<file path="config.mk">
export PLATFORM = sky130hd
export DESIGN_NAME = user_ip_ctrl
export DESIGN_NICKNAME = d
export VERILOG_FILES = /design/src/rtl/user_ip_ctrl.sv
export SDC_FILE = /design/constraint.sdc
export NUM_CORES = 1
export LEC_CHECK = 0
export BUFFER_PORTS_ARGS = -buffer_cell sky130_fd_sc_hd__buf_2
export CAP_MARGIN = 20
export CORE_AREA = 2 2 198 200
export DETAILED_ROUTE_END_ITERATION = 16
export DIE_AREA = 0 0 200 202
export PLACE_DENSITY = 0.34
export SLEW_MARGIN = 20
export SYNTH_ARGS = -nofsm -noshare
export SYNTH_HDL_FRONTEND = slang
export SYNTH_SLANG_ARGS = --single-unit
</file>
<file path="constraint.sdc">
create_clock -name clk_i -period 6.3 [get_ports clk_i]
set_input_delay 1.26 -clock clk_i [delete_from_list [all_inputs] [get_ports clk_i]]
set_output_delay 1.26 -clock clk_i [all_outputs]
set_load 0.05 [all_outputs]
</file>
<file path="src/rtl/user_ip_ctrl.sv">
// APB4 fan-out to NUM_IP user IP slots with a per-access watchdog, local control
// registers in window 0xF, and a guarded single-owner GPIO pad mux.
module user_ip_ctrl #(
  parameter int NUM_IP    = 4,
  parameter int GPIO_W    = 16,
  parameter int TIMEOUT   = 255,
  parameter int GUARD_RST = 4
) (
  input  logic                     clk_i,
  input  logic                     rst_i,
  input  logic                     s_psel,
  input  logic                     s_penable,
  input  logic                     s_pwrite,
  input  logic [11:0]              s_paddr,
  input  logic [31:0]              s_pwdata,
  input  logic [3:0]               s_pstrb,
  output logic [31:0]              s_prdata,
  output logic                     s_pready,
  output logic                     s_pslverr,
  output logic [NUM_IP-1:0]        m_psel,
  output logic                     m_penable,
  output logic                     m_pwrite,
  output logic [7:0]               m_paddr,
  output logic [31:0]              m_pwdata,
  output logic [3:0]               m_pstrb,
  input  logic [NUM_IP*32-1:0]     m_prdata,
  input  logic [NUM_IP-1:0]        m_pready,
  input  logic [NUM_IP-1:0]        m_pslverr,
  input  logic [NUM_IP*GPIO_W-1:0] ip_gpio_out,
  input  logic [NUM_IP*GPIO_W-1:0] ip_gpio_oen,
  output logic [NUM_IP*GPIO_W-1:0] ip_gpio_in,
  output logic [GPIO_W-1:0]        pad_gpio_out,
  output logic [GPIO_W-1:0]        pad_gpio_oen,
  input  logic [GPIO_W-1:0]        pad_gpio_in
);

  localparam logic [3:0] CTRL_WIN   = 4'hF;
  localparam logic [7:0] OFF_SEL    = 8'h00;
  localparam logic [7:0] OFF_STATUS = 8'h04;
  localparam logic [7:0] OFF_GUARD  = 8'h08;
  localparam logic [7:0] OFF_EN     = 8'h0C;

  typedef enum logic {
    ST_OWN   = 1'b0,
    ST_DRAIN = 1'b1
  } gpio_state_e;

  gpio_state_e       state_q, state_d;
  logic [7:0]        cnt_q, cnt_d;
  logic [2:0]        owner_q, owner_d;
  logic [2:0]        pending_q, pending_d;
  logic [7:0]        guard_q, guard_d;
  logic [NUM_IP-1:0] en_q, en_d;
  logic              to_flag_q, to_flag_d;
  logic [2:0]        to_slot_q, to_slot_d;
  logic [15:0]       wd_q, wd_d;

  logic [3:0]  win;
  logic [7:0]  off;
  logic        is_ctrl;
  logic        in_range;
  logic        slot_en;
  logic        fwd;
  logic [31:0] slot_rdata;
  logic        slot_ready;
  logic        slot_err;
  logic        timeout_hit;
  logic        ctrl_wr;
  logic        sel_wr;
  logic [2:0]  sel_val;
  logic [31:0] ctrl_rdata;

  assign win     = s_paddr[11:8];
  assign off     = s_paddr[7:0];
  assign is_ctrl = (win == CTRL_WIN);

  // Decode the addressed slot and pick up its completion signals.
  always_comb begin
    in_range   = 1'b0;
    slot_en    = 1'b0;
    slot_rdata = 32'h0;
    slot_ready = 1'b0;
    slot_err   = 1'b0;
    for (int i = 0; i < NUM_IP; i++) begin
      if (win == 4'(i)) begin
        in_range   = 1'b1;
        slot_en    = en_q[i];
        slot_rdata = m_prdata[i*32 +: 32];
        slot_ready = m_pready[i];
        slot_err   = m_pslverr[i];
      end
    end
  end

  assign fwd = in_range & slot_en;

  generate
    for (genvar gi = 0; gi < NUM_IP; gi++) begin : g_psel
      assign m_psel[gi] = s_psel & fwd & (win == 4'(gi));
    end
  endgenerate

  assign m_penable = s_penable;
  assign m_pwrite  = s_pwrite;
  assign m_paddr   = off;
  assign m_pwdata  = s_pwdata;
  assign m_pstrb   = s_pstrb;

  // A slot completing on the very cycle the watchdog expires keeps its own response.
  assign timeout_hit = s_psel & s_penable & fwd & ~slot_ready & (wd_q >= 16'(TIMEOUT));

  assign ctrl_wr = s_psel & s_penable & s_pwrite & is_ctrl;
  assign sel_wr  = ctrl_wr & (off == OFF_SEL) & (s_pwdata < 32'(NUM_IP));
  assign sel_val = s_pwdata[2:0];

  always_comb begin
    ctrl_rdata = 32'h0;
    case (off)
      OFF_SEL:    ctrl_rdata = {29'h0, owner_q};
      OFF_STATUS: ctrl_rdata = {25'h0, to_slot_q, 2'b00, to_flag_q, state_q == ST_DRAIN};
      OFF_GUARD:  ctrl_rdata = {24'h0, guard_q};
      OFF_EN:     ctrl_rdata = {{(32-NUM_IP){1'b0}}, en_q};
      default:    ctrl_rdata = 32'h0;
    endcase
  end

  always_comb begin
    s_prdata  = 32'h0;
    s_pready  = 1'b0;
    s_pslverr = 1'b0;
    if (s_psel) begin
      if (is_ctrl) begin
        s_pready = 1'b1;
        s_prdata = ctrl_rdata;
      end else if (!fwd) begin
        s_pready  = 1'b1;
        s_pslverr = 1'b1;
      end else if (timeout_hit) begin
        s_pready  = 1'b1;
        s_pslverr = 1'b1;
      end else begin
        s_prdata  = slot_rdata;
        s_pready  = slot_ready;
        s_pslverr = slot_err;
      end
    end
  end

  always_comb begin
    wd_d = wd_q;
    if (!s_psel || s_pready) begin
      wd_d = 16'h0;
    end else if (s_penable) begin
      wd_d = wd_q + 16'd1;
    end
  end

  always_comb begin
    guard_d   = guard_q;
    en_d      = en_q;
    to_flag_d = to_flag_q;
    to_slot_d = to_slot_q;
    if (ctrl_wr) begin
      case (off)
        OFF_GUARD:  guard_d = s_pwdata[7:0];
        OFF_EN:     en_d    = s_pwdata[NUM_IP-1:0];
        OFF_STATUS: if (s_pwdata[1]) to_flag_d = 1'b0;
        default:    ;
      endcase
    end
    if (timeout_hit) begin
      to_flag_d = 1'b1;
      to_slot_d = win[2:0];
    end
  end

  // Ownership switch: any accepted SEL write during DRAIN restarts the guard interval.
  always_comb begin
    state_d   = state_q;
    cnt_d     = cnt_q;
    owner_d   = owner_q;
    pending_d = pending_q;
    case (state_q)
      ST_OWN: begin
        if (sel_wr && (sel_val != owner_q)) begin
          pending_d = sel_val;
          cnt_d     = 8'h0;
          state_d   = ST_DRAIN;
        end
      end
      ST_DRAIN: begin
        if (sel_wr) begin
          pending_d = sel_val;
          cnt_d     = 8'h0;
        end else if (cnt_q >= guard_q) begin
          owner_d = pending_q;
          cnt_d   = 8'h0;
          state_d = ST_OWN;
        end else begin
          cnt_d = cnt_q + 8'd1;
        end
      end
      default: state_d = ST_DRAIN;
    endcase
  end

  always_comb begin
    pad_gpio_out = '0;
    pad_gpio_oen = '1;
    ip_gpio_in   = '0;
    if (state_q == ST_OWN) begin
      for (int i = 0; i < NUM_IP; i++) begin
        if (owner_q == 3'(i)) begin
          pad_gpio_out                   = ip_gpio_out[i*GPIO_W +: GPIO_W];
          pad_gpio_oen                   = ip_gpio_oen[i*GPIO_W +: GPIO_W];
          ip_gpio_in[i*GPIO_W +: GPIO_W] = pad_gpio_in;
        end
      end
    end
  end

  always_ff @(posedge clk_i or posedge rst_i) begin
    if (rst_i) begin
      state_q   <= ST_DRAIN;
      cnt_q     <= 8'h0;
      owner_q   <= 3'h0;
      pending_q <= 3'h0;
      guard_q   <= 8'(GUARD_RST);
      en_q      <= '1;
      to_flag_q <= 1'b0;
      to_slot_q <= 3'h0;
      wd_q      <= 16'h0;
    end else begin
      state_q   <= state_d;
      cnt_q     <= cnt_d;
      owner_q   <= owner_d;
      pending_q <= pending_d;
      guard_q   <= guard_d;
      en_q      <= en_d;
      to_flag_q <= to_flag_d;
      to_slot_q <= to_slot_d;
      wd_q      <= wd_d;
    end
  end

endmodule

</file>
==> metrics.yaml <==
global_route:
  global_route.usage.total: 0.1490
  first_global_vias: 6919
  grt_antenna_before_repair: 7
  pin_count_of_the_biggest_net_entering_global_routing: 53
  grt_first_pass_wirelength_mm: 44.51
  globalRoute.totalOverflow: 0
die:
  floorplan.die.height_um: 202
  std_cell_rows: 72
  pin_count: 513
  starting_utilization_of_the_core_area: 0.1397
  die_span_x_um: 200
  floorplan_die_area_um2: 40400
  core_region_area_um2: 38290
worst_setup_path:
  timing.critical_path.required_ns: 5.04
  crit_top_cell: "buf_2"
  critical_path.startpoint_type: "input pin"
  timing.critical_path.slowest_cell_delay_ns: 0.80
  reg2reg_depth: 4
  crit_slowest_cell: "nand2b_1"
  worstPathMaxFanout: 41
  cp_cell_sequence: "buf_2 > buf_4 > nand2b_1 > o22ai_1 > a211oi_1 > buf_2"
  critPathKind: "input pin to output pin"
  worst-endpoint-arrival_ns: 3.93
  worst_setup_ep_type: "output pin"
  reg2reg_setup_slack_ns: 3.67
synth:
  synthesis.area_per_instance_um2: 7.845
  synth-seq-area-share: 0.2212
  yosys_warnings: 0
  dominantRegCellSynth: "dfrtp_1"
  synthesis.nets: 1025
  ys_seq_elements: 47
  postSynth.asyncResetShare: 1.000
  synth-edff-count: 0
  netlist_area_um2: 5350
  syn_inst_count: 682
  synth.lib_cells_used.distinct: 49
sta:
  tightestPinTransition_ns: 1.002
  slew_violations: 0
  setup_viol: 0
  rsz0062_at_grt: "no"
  period_share: 0.8246
  max_freq_mhz: 192.5
  final_setup_margin_ns: 1.105
  max-slew-margin-rel: 0.3300
  tns_ns: 0
  finalHoldViolCount: 0
  timing.clock.skew_ns: 0.006522
  layout_min_cycle_time_ns: 5.195
route:
  drt-wirelength-per-cell_um: 19.86
  final_antenna_net_count: 0
  routed_via_density: 4.293
  detail_route.iter0.violations: 279
  detailroute.via_count: 6954
  finalWirelength_mm: 32.18
  drc_errors: 0
  drt_pass1_iterations: 5
layout:
  multi_input_area_um2: 3522
  layout.nets: 1440
  layout.cells.most_common_list: "buf_2 (504), nor2_1 (106), o22ai_1 (59)"
  n_fill_cell: 4371
  syn2layout_area_growth_pct: 53.20
  final_layout_size_suffix_gt1_frac: 0.5191
  layout.cells.most_common: "buf_2"
  final-seq-area_um2: 1189
clock_network:
  cts.sink_count: 47
  clkTransAtPathRegs_ns: 0.06
  cts_max_level: 2
  clock-root-buffer: "clkbuf_16"
  worst_skew_pair.late_latency_ns: 0.29
  cts_inserted_buffers: 5
  cts_tree: "built"
  cts_resized: 0
  cts_hold_buffers: 0
  max-clock-path-buffers: 2
  postCtsSetupBuffers: 0
placement:
  detailedPlace.worstSlack_ns: 1.266
  place.gp.congestion: 0.8584
  port_buffers: 504
  dp.final_hpwl_mm: 26.40
worst_hold_path:
  min-delay-path-class: "flop to flop"
  hold_path_depth: 1
power:
  power_density_relative_to_cell_area_nw_per_um2: 114.0
  post-layout-total-power_mw: 0.9345
  peakVddDrop_mv: 0.09146
  p_leak_nw: 3.928
flow_run:
  cap_violations: 0
status:
  status: "finished, final reports clean"
==> cells in the mapped netlist, types with 2 or more instances <==
cell type,number,area share
a41o_1,4,0.0075
nor2b_1,19,0.022
a31oi_1,3,0.0035
nand2b_1,4,0.0047
xor2_1,9,0.015
nor4_1,10,0.012
o221ai_1,22,0.036
nand2_1,47,0.033
nand3b_1,2,0.0028
o21ai_0,13,0.012
nand3_1,9,0.0084
mux2_2,26,0.055
a22o_1,5,0.0082
nor3_1,6,0.0056
buf_4,47,0.066
mux2_4,2,0.0056
ha_1,10,0.023
and3_1,6,0.0070
nand4_1,10,0.012
dfstp_2,6,0.029
mux2i_1,44,0.082
buf_2,13,0.012
o22ai_1,59,0.069
clkbuf_1,41,0.029
xnor2_1,6,0.0098
or2_2,3,0.0035
nor2_1,107,0.075
dfrtp_1,41,0.19
a211oi_1,35,0.049
a2111oi_0,12,0.020
mux4_2,5,0.021
inv_1,15,0.011
or3_1,3,0.0035
o211ai_1,2,0.0028
a41oi_1,2,0.0033
a21oi_1,13,0.012
a22oi_1,7,0.0098
o21a_1,3,0.0042
==> routing by layer <==
metal,track usage,part of all wire
met5,0,0.00040
met4,0.04788,0.028
met2,0.3049,0.55
met3,0.02219,0.065
met1,0.1497,0.36
==> area by class of cell <==
| cell class | instances | share of cell area |
|---|---|---|
| Clock buffer | 5 | 0.01526 |
| Inverter | 16 | 0.007327 |
| Sequential cell | 47 | 0.1450 |
| Multi-Input combinational cell | 516 | 0.4297 |
| Timing Repair Buffer | 511 | 0.3142 |
| Antenna cell | 4 | 0.001221 |
| Clock inverter | 3 | 0.008243 |
| Tap cell | 518 | 0.07907 |
==> worst paths after layout <==
check / startpoint / to
min in group asynchronous: rst_i / wd_q[6]
worst min-delay path: to_flag_q / to_flag_q
worst min register to register: to_flag_q / to_flag_q
worst max register to register: state_q / cnt_q[3]
worst max-delay path: s_paddr[9] / s_prdata[28]
max in group asynchronous: rst_i / owner_q[0]
==> critical path, delay by kind of cell <==
family          cells  cell delay [ns]
buf+inv             3             1.00
compound gates      2             0.84
simple gates        1             0.80
==> logic make-up after synthesis <==
group / count (synthesis) / share of synthesized area
buffers and inverters: 119 / 0.1209
XOR/XNOR: 15 / 0.02456
AO/OA/AOI/OAI: 183 / 0.2437
multiplexers: 77 / 0.1637
adder cells (fa/ha/maj): 10 / 0.02339
AND/OR/NAND/NOR: 231 / 0.2025
flip-flops: 47 / 0.2212
==> stage by stage <==
step                      hold WS (ns)  utilization  std cells  area (µm²)
after CTS                       0.4854       0.2138       1616        8187
after global routing            0.4924       0.2140       1619        8194
after floorplan                 0.4494            -        682        5350
final                           0.4877       0.2141       1620        8197
after global placement          0.4679       0.2087       1608        7991
after detailed placement        0.4727       0.2088       1608        7994
==> power by group <==
group | switching [mW] | internal, mW | total [mW]
logic | 0.168 | 0.119 | 0.287
registers | 0.0000899 | 0.302 | 0.302
clock network | 0.118 | 0.227 | 0.346
==> registers in the layout (all words and copies together) (netlist names) <==
| register | count |
|---|---|
| wd_q | 16 |
| cnt_q | 8 |
| guard_q | 8 |
| en_q | 4 |
| owner_q | 3 |
| pending_q | 3 |
| to_slot_q | 3 |
| state_q | 1 |
| to_flag_q | 1 |
(Power assumes the default switching activity.)
